<file path="src/rtl/packet_framer.sv">
// Triggered multi-channel packet framer: captures decimated ADC sample sets
// and serialises each set into one word per clock with SoP/EoP framing.
module packet_framer #(
    parameter int DATA_WIDTH   = 14,
    parameter int CHANNELS     = 4,
    parameter int LENGTH_WIDTH = 12,
    parameter int DECIM_WIDTH  = 8,
    localparam int CHAN_W      = (CHANNELS > 1) ? $clog2(CHANNELS) : 1
) (
    input  logic                           ipClk,
    input  logic                           ipnReset,
    input  logic                           ipEnable,
    input  logic                           ipTrigger,
    input  logic [LENGTH_WIDTH-1:0]        ipLength,
    input  logic [DECIM_WIDTH-1:0]         ipDecimate,
    input  logic                           ipOffsetBinary,
    input  logic                           ipClearFlags,
    input  logic [CHANNELS*DATA_WIDTH-1:0] ipSamples,
    input  logic                           ipValid,
    output logic                           opSoP,
    output logic                           opEoP,
    output logic [DATA_WIDTH-1:0]          opData,
    output logic [CHAN_W-1:0]              opChannel,
    output logic                           opValid,
    output logic                           opBusy,
    output logic                           opOverrun,
    output logic                           opTriggerMissed,
    output logic [15:0]                    opPacketCount
);

    localparam int CNT_W = $clog2(CHANNELS + 1);

    typedef enum logic [1:0] {
        Idle,
        Sampling,
        Flush
    } state_t;

    state_t                        state;
    state_t                        nextState;

    logic                          trigPrev;
    logic [LENGTH_WIDTH-1:0]       lenReg;
    logic [DECIM_WIDTH-1:0]        decReg;
    logic                          offReg;
    logic [LENGTH_WIDTH-1:0]       setCount;
    logic [LENGTH_WIDTH-1:0]       setCountInc;
    logic [DECIM_WIDTH-1:0]        decimCount;
    logic [CHANNELS*DATA_WIDTH-1:0] holdReg;
    logic [CNT_W-1:0]              serCnt;
    logic [CNT_W-1:0]              serIdx;
    logic                          serLast;
    logic [DATA_WIDTH-1:0]         serWord;
    logic [DATA_WIDTH-1:0]         msbMask;

    logic trigEdge;
    logic serIdle;
    logic validSampling;
    logic decimSkip;
    logic take;
    logic accept;
    logic drop;
    logic lastSet;
    logic startPkt;
    logic missEvt;
    logic flushDone;

    always_comb begin
        trigEdge      = ipTrigger & ~trigPrev;
        serIdle       = (serCnt == '0);
        validSampling = (state == Sampling) && ipValid;
        decimSkip     = validSampling && (decimCount != '0);
        take          = validSampling && (decimCount == '0);
        accept        = take && serIdle;
        drop          = take && !serIdle;
        setCountInc   = setCount + LENGTH_WIDTH'(1);
        lastSet       = (setCountInc == lenReg);
        startPkt      = (state == Idle) && trigEdge && ipEnable && (ipLength != '0);
        missEvt       = (state != Idle) && trigEdge && ipEnable;
        flushDone     = (state == Flush) && serIdle;
        // serCnt counts channels still to emit, so the next one is CHANNELS-serCnt
        serIdx        = CNT_W'(CHANNELS) - serCnt;
        serWord       = holdReg[serIdx*DATA_WIDTH +: DATA_WIDTH];
        msbMask       = {offReg, {(DATA_WIDTH-1){1'b0}}};

        nextState = state;
        case (state)
            Idle:     if (startPkt) nextState = Sampling;
            Sampling: if (accept && lastSet) nextState = Flush;
            Flush:    if (serIdle) nextState = Idle;
            default:  nextState = Idle;
        endcase
    end

    always_ff @(posedge ipClk or negedge ipnReset) begin
        if (!ipnReset) state <= Idle;
        else           state <= nextState;
    end

    assign opBusy = (state != Idle);

    always_ff @(posedge ipClk or negedge ipnReset) begin
        if (!ipnReset) begin
            trigPrev        <= 1'b1;
            lenReg          <= '0;
            decReg          <= '0;
            offReg          <= 1'b0;
            setCount        <= '0;
            decimCount      <= '0;
            holdReg         <= '0;
            serCnt          <= '0;
            serLast         <= 1'b0;
            opSoP           <= 1'b0;
            opEoP           <= 1'b0;
            opData          <= '0;
            opChannel       <= '0;
            opValid         <= 1'b0;
            opOverrun       <= 1'b0;
            opTriggerMissed <= 1'b0;
            opPacketCount   <= '0;
        end else begin
            trigPrev <= ipTrigger;

            if (startPkt) begin
                lenReg     <= ipLength;
                decReg     <= ipDecimate;
                offReg     <= ipOffsetBinary;
                setCount   <= '0;
                decimCount <= '0;
            end

            if (decimSkip) decimCount <= decimCount - DECIM_WIDTH'(1);
            else if (take) decimCount <= decReg;

            // Channel 0 goes straight from the input; the rest come from holdReg
            if (accept) begin
                setCount  <= setCountInc;
                holdReg   <= ipSamples;
                serLast   <= lastSet;
                serCnt    <= CNT_W'(CHANNELS - 1);
                opValid   <= 1'b1;
                opSoP     <= (setCount == '0);
                opEoP     <= lastSet && (CHANNELS == 1);
                opData    <= ipSamples[DATA_WIDTH-1:0] ^ msbMask;
                opChannel <= '0;
            end else if (!serIdle) begin
                serCnt    <= serCnt - CNT_W'(1);
                opValid   <= 1'b1;
                opSoP     <= 1'b0;
                opEoP     <= serLast && (serCnt == CNT_W'(1));
                opData    <= serWord ^ msbMask;
                opChannel <= CHAN_W'(serIdx);
            end else begin
                opValid   <= 1'b0;
                opSoP     <= 1'b0;
                opEoP     <= 1'b0;
                opData    <= '0;
                opChannel <= '0;
            end

            opOverrun       <= (opOverrun & ~ipClearFlags) | drop;
            opTriggerMissed <= (opTriggerMissed & ~ipClearFlags) | missEvt;

            if (flushDone) opPacketCount <= opPacketCount + 16'd1;
        end
    end

endmodule

</file>
<file path="config.mk">
export PLATFORM = sky130hd
export DESIGN_NAME = packet_framer
export DESIGN_NICKNAME = d
export VERILOG_FILES = /design/src/rtl/packet_framer.sv
export SDC_FILE = /design/constraint.sdc
export NUM_CORES = 1
export LEC_CHECK = 0
export CORE_MARGIN = 3
export CORE_UTILIZATION = 52
export CTS_CLUSTER_SIZE = 14
export DETAILED_ROUTE_END_ITERATION = 8
export PLACE_DENSITY = 0.8
export SETUP_SLACK_MARGIN = 0.05
export SYNTH_ARGS = -nofsm -noshare
export SYNTH_HDL_FRONTEND = slang
export SYNTH_SLANG_ARGS = --single-unit
export TNS_END_PERCENT = 20
</file>
<file path="constraint.sdc">
create_clock -name ipClk -period 3 [get_ports ipClk]
set_input_delay 0.6 -clock ipClk [delete_from_list [all_inputs] [get_ports ipClk]]
set_output_delay 0.6 -clock ipClk [all_outputs]
set_load 0.02 [all_outputs]
</file>
# ---- Word level (Yosys, flattened, before mapping)
# Cells that the tools add are included.
# Widths: inputs -> output; s select.
dict set report classes {
  n_addsub 5
  n_mul 1
  n_eq_ne 8
  shift 1
  muxes 20
  bitwise 9
  n_reduce_logical 24
}
# op n
set op_table {}
lappend op_table {{$shiftx 56x8->14} 1}
lappend op_table {{$mux 14} 2}
lappend op_table {{$xor 14x14->14} 2}
lappend op_table {{$mux 12} 2}
lappend op_table {{$mux 8} 3}
lappend op_table {{$add 16x1->16 const B} 1}
lappend op_table {{$logic_and 1x1->1} 13}
lappend op_table {{$add 12x1->12 const B} 1}
lappend op_table {{$eq 12x12->1} 1}
lappend op_table {{$logic_not 12->1} 1}
lappend op_table {{$reduce_bool 12->1} 1}
lappend op_table {{$mux 2} 5}
lappend op_table {{$logic_not 8->1} 1}
lappend op_table {{$reduce_bool 8->1} 1}
lappend op_table {{$sub 8x1->8 const B} 1}
lappend op_table {{$mul 3x3->6 const B} 1}
lappend op_table {{$mux 3} 2}
lappend op_table {{$pmux 2 s3} 1}
lappend op_table {{$mux 1} 5}
lappend op_table {{$ne 2x1->1 const B} 2}
lappend op_table {{$ne 2x2->1 const B} 2}
lappend op_table {{$reduce_bool 2->1} 2}
lappend op_table {{$and 1x1->1} 3}
lappend op_table {{$eq 3x1->1 const B} 1}
lappend op_table {{11 further kinds} 13}
dict set report totals {
  reg_bits 141
  in_bits 83
  elab_cells 86
}

# ---- Longest topological paths before layout
dict set report depth {
  ltp_word 8
  ltp_mapped 12
  mapped_depth_nobuf 9
}

# ---- Worst setup path after synthesis
# No wires, ideal clock.
dict set report synth_timing {
  path_kind {register to register}
  startpoint {register serCnt[0]}
  endpoint {register opPacketCount[15]}
  setup_ns 0.132
  t_arrival_ns 2.660
  required_ns 2.868
  path_slack_ns 0.209
  path_stages_with_launch 13
  path_buffers 3
  synth_period_minus_slack_ns 2.791
  cell_sequence {dfrtp_1 -> clkbuf_1 -> buf_1 -> inv_1 -> ha_1 -> ha_1 -> and3b_1 -> clkbuf_1 -> and4_1 -> and2_1 -> nand2_1 -> nor3_1 -> xor2_1}
}
dict set report synth_between {
  elab_chain_cells 2
}
# element line
set synth_lines {}
lappend synth_lines {{start: declaration} 50} ;# logic [CNT_W-1:0] serCnt;
lappend synth_lines {{start signal: assignment} 140} ;# serCnt <= CNT_W'(CHANNELS - 1);
lappend synth_lines {{start signal: assignment} 147} ;# serCnt <= serCnt - CNT_W'(1);
lappend synth_lines {{$logic_not 3->1} 70} ;# serIdle = (serCnt == '0);
lappend synth_lines {{$logic_and 1x1->1} 80} ;# flushDone = (state == Flush) && serIdle;
lappend synth_lines {{end signal: assignment} 164} ;# if (flushDone) opPacketCount <= opPacketCount + 16'd1;
lappend synth_lines {{end: declaration} 28} ;# output logic [15:0] opPacketCount
# Every way passes these cells.
# A chain may end at the register's enable or synchronous reset.

# ---- Final worst setup path
dict set report layout_timing {
  startpoint {register decimCount[0]}
  endpoint {register setCount[10]}
}
dict set report layout_between {
  elab_chain_cells 4
}
# element line
set layout_lines {}
lappend layout_lines {{start: declaration} 48} ;# logic [DECIM_WIDTH-1:0] decimCount;
lappend layout_lines {{start signal: assignment} 132} ;# if (decimSkip) decimCount <= decimCount - DECIM_WIDTH'(1);
lappend layout_lines {{start signal: assignment} 133} ;# else if (take) decimCount <= decReg;
lappend layout_lines {{$logic_not 8->1 (*)} 73} ;# take = validSampling && (decimCount == '0);
lappend layout_lines {{$logic_and 1x1->1 (*)} 73}
lappend layout_lines {{$logic_and 1x1->1 (*)} 74} ;# accept = take && serIdle;
lappend layout_lines {{$mux 12 / $reduce_bool 2->1 (equally long branches)} n/a}
lappend layout_lines {{end signal: assignment} 137} ;# setCount <= setCountInc;
lappend layout_lines {{end: declaration} 46} ;# logic [LENGTH_WIDTH-1:0] setCount;
# Every way passes the cells marked *; elsewhere a longest branch is shown, timed or not.

==> qor.yml <==
status:
  run_status: "finished clean"
yosys:
  synth_compound_area_share_pct: 6.87
  synth_edf_count: 0
  ys_types: 51
  synth_seq_cells: 141
  yosys_warnings: 0
  synthCells: 659
  synth_fp_nets: 750
  yosys-top-cells-count: "nand2_1 (213), dfrtp_1 (140), clkbuf_1 (31)"
  ys_async_sr_fraction_pct: 100
  synth.most_common_cell: "nand2_1"
  synth_area_leaders: "dfrtp_1 (54%), nand2_1 (12%), mux4_2 (4.8%)"
  synthFlopType: "dfrtp_1"
  synthAdderAreaFrac_pct: 1.54
  avgSynthCellArea_um2: 9.89
  synth_simple_gate_area_share_pct: 22.4
  synth_top_area_cell: "dfrtp_1"
  synth.cell_area_mm2: 0.00652
  muxShareOfSynthArea_pct: 8.79
  synth_top_family_by_area: "simple AND/OR/NAND/NOR gates"
  seq_area_frac_synth_pct: 54.2
  yosys.area_share.xor_xnor_pct: 3.49
  yosys.area.top_type_share_pct: 53.8
clock_tree:
  htreeDepth: 4
  cts_root_buf: "clkbuf_16"
  cts_buffers: 17
  post_cts_buffers: 0
  cts_tree: "built"
  cts.sinks: 141
  cts_max_path_buffers: 2
  postCtsHoldBufs: 0
  worst_skew_pair.late_latency_ns: 0.42
  clkTransAtPathRegs_ns: 0.06
  cts_resized: 0
finish:
  area_delta_synth_final_pct: 31.2
  drive_above_1_share_pct: 11.5
  layout.nets: 871
  fillers: 902
  antennaDiodeCount: 0
global_routing:
  grt_pass1_wl_um: 27100
  overflow: 0
  grt_usage_pct: 24.2
  grt_pass1_vias: 5480
  grt_max_degree: 58
  antenna_found_initial: 0
min_path:
  min_path_type: "primary input to async pin"
flow_run:
  maxCapViolations: 0
detailed_routing:
  drt_wl_total_um: 16200
  viasPerCell: 5.53
  vias: 5318
  first_pass_iters: 5
  drtIter0Drc: 311
  wl_per_cell_um: 16.8
  ant_nets: 0
  drcViolationCount: 0
worst_setup_path:
  critPathLaunchType: "flop"
  r2r_start: "decimCount[0]"
  critPathLaunch: "decimCount[0]"
  critPathRequiredTime_ns: 3.30
  r2r_slack_ns: 0.30
  crit_type: "flop to flop"
  endpoint_kind: "flop"
  crit_fanout: 52
  rr_worst_depth: 8
  arrival_ns: 3.00
timing:
  max_freq_mhz: 371
  fin_worst_skew_ns: 0.00645
  worstMarginPinSlew_ns: 1.20
  fin_crit_sh_pct: 89.9
  setup_tns_ns: 0
  drv_slew: 0
  finalSetupViolCount: 0
  rsz0062_at_grt: "no"
  slew_headroom_pct: 19.6
  hold_viol: 0
  period_needed_ns: 2.70
die:
  die-area_mm2: 0.0139
  coreArea_mm2: 0.0121
  std_cell_rows: 40
  dieHeight_um: 118
  pin_count: 121
  die_w_um: 118
  start_util_pct: 53.8
power:
  power_w: 0.00763
  peakVddDrop_v: 0.000534
  p_leak_nw: 4.04
  pwr_density_cell_mw_per_mm2: 893
placement:
  hpwlAfterDp_um: 11100
  gp_congestion: 0.872
  port_buffers: 120
critical path, cell delays in order, from the launching register on:
cell,delay (ns)
dfrtp_1,0.42
inv_1,0.10
ha_1,0.25
or4b_4,0.52
nor4_1,0.28
buf_4,0.19
nand3_2,0.11
buf_6,0.27
o41ai_1,0.41
per-stage QoR:
stage	util (%)	worst slack (ns)	cell area (um^2)	cells	hold WS [ns]
3_5_place_dp	65.6	0.231	7950	929	0.434
6_report	70.6	0.302	8550	961	0.131
2_1_floorplan	-	0.209	6520	659	0.304
4_1_cts	70.5	0.274	8540	961	0.157
5_1_grt	70.6	0.0997	8550	961	0.161
3_3_place_gp	65.6	0.280	7950	929	0.422
state kept, by name (all words and copies together) (netlist names), 2 cells and up:
name	flops
decReg	8
decimCount	8
setCount	12
holdReg	56
state	2
serCnt	3
opPacketCount	16
lenReg	12
opChannel	2
opData	14
area by class of cell:
| cell class | count | area (um^2) | area share (%) |
|---|---|---|---|
| clock inverter | 12 | 138 | 1.61 |
| inverter | 15 | 56.3 | 0.659 |
| sequential | 141 | 3530 | 41.3 |
| timing repair buffer | 135 | 1340 | 15.7 |
| multi-input combinational | 470 | 2810 | 32.9 |
| tap | 168 | 210 | 2.46 |
| clock buffer | 20 | 457 | 5.34 |
kinds of logic (layout without fill, tap and decap cells):
family          after synthesis  in the layout
simple gates                326            326
flops                       141            141
compound gates               73             73
buf+inv                      48            182
mux                          37             37
xor+xnor                     26             26
fa+ha+maj                     8              8
path summary, 6_finish.rpt:
path                                endpoint
worst max-delay path            setCount[10]
worst min-delay path             holdReg[29]
worst max register to register  setCount[10]
worst min register to register         opEoP
max in group asynchronous         holdReg[1]
min in group ipClk                     opEoP
cell usage in the layout (no fill, tap or decap), types with 3 or more instances in the layout:
master / count
nand2_1: 213
dfrtp_1: 140
clkdlybuf4s50_1: 119
nor2_1: 30
o21ai_0: 30
mux2_2: 22
nand3_1: 17
clkbuf_16: 17
inv_1: 15
mux4_2: 14
xor2_1: 13
a21oi_1: 13
xnor2_1: 13
buf_4: 12
nor3_1: 10
ha_1: 8
nand4_1: 7
and2_1: 7
and3_1: 6
nor2b_1: 5
nor4_1: 5
o31ai_1: 5
nand2b_1: 4
nor3b_1: 4
clkinv_4: 4
o32ai_1: 3
and4_1: 3
a211oi_1: 3
o211ai_1: 3
a31oi_1: 3
a22oi_1: 3
power breakdown:
part	total, W	switching, W	internal [W]
clock network	0.00210	0.000822	0.00127
logic	0.00249	0.00126	0.00123
registers	0.00304	0.000478	0.00257
routing by layer:
layer | routed length [um] | vias up | GRT usage (%)
met5 | 0 | - | 0
met4 | 338 | 0 | 8.42
met3 | 1030 | 30 | 6.20
met2 | 8070 | 190 | 40.1
met1 | 6760 | 2624 | 31.1
li1 | - | 2474 | -
No activity file was read; power rests on OpenSTA's default activity.
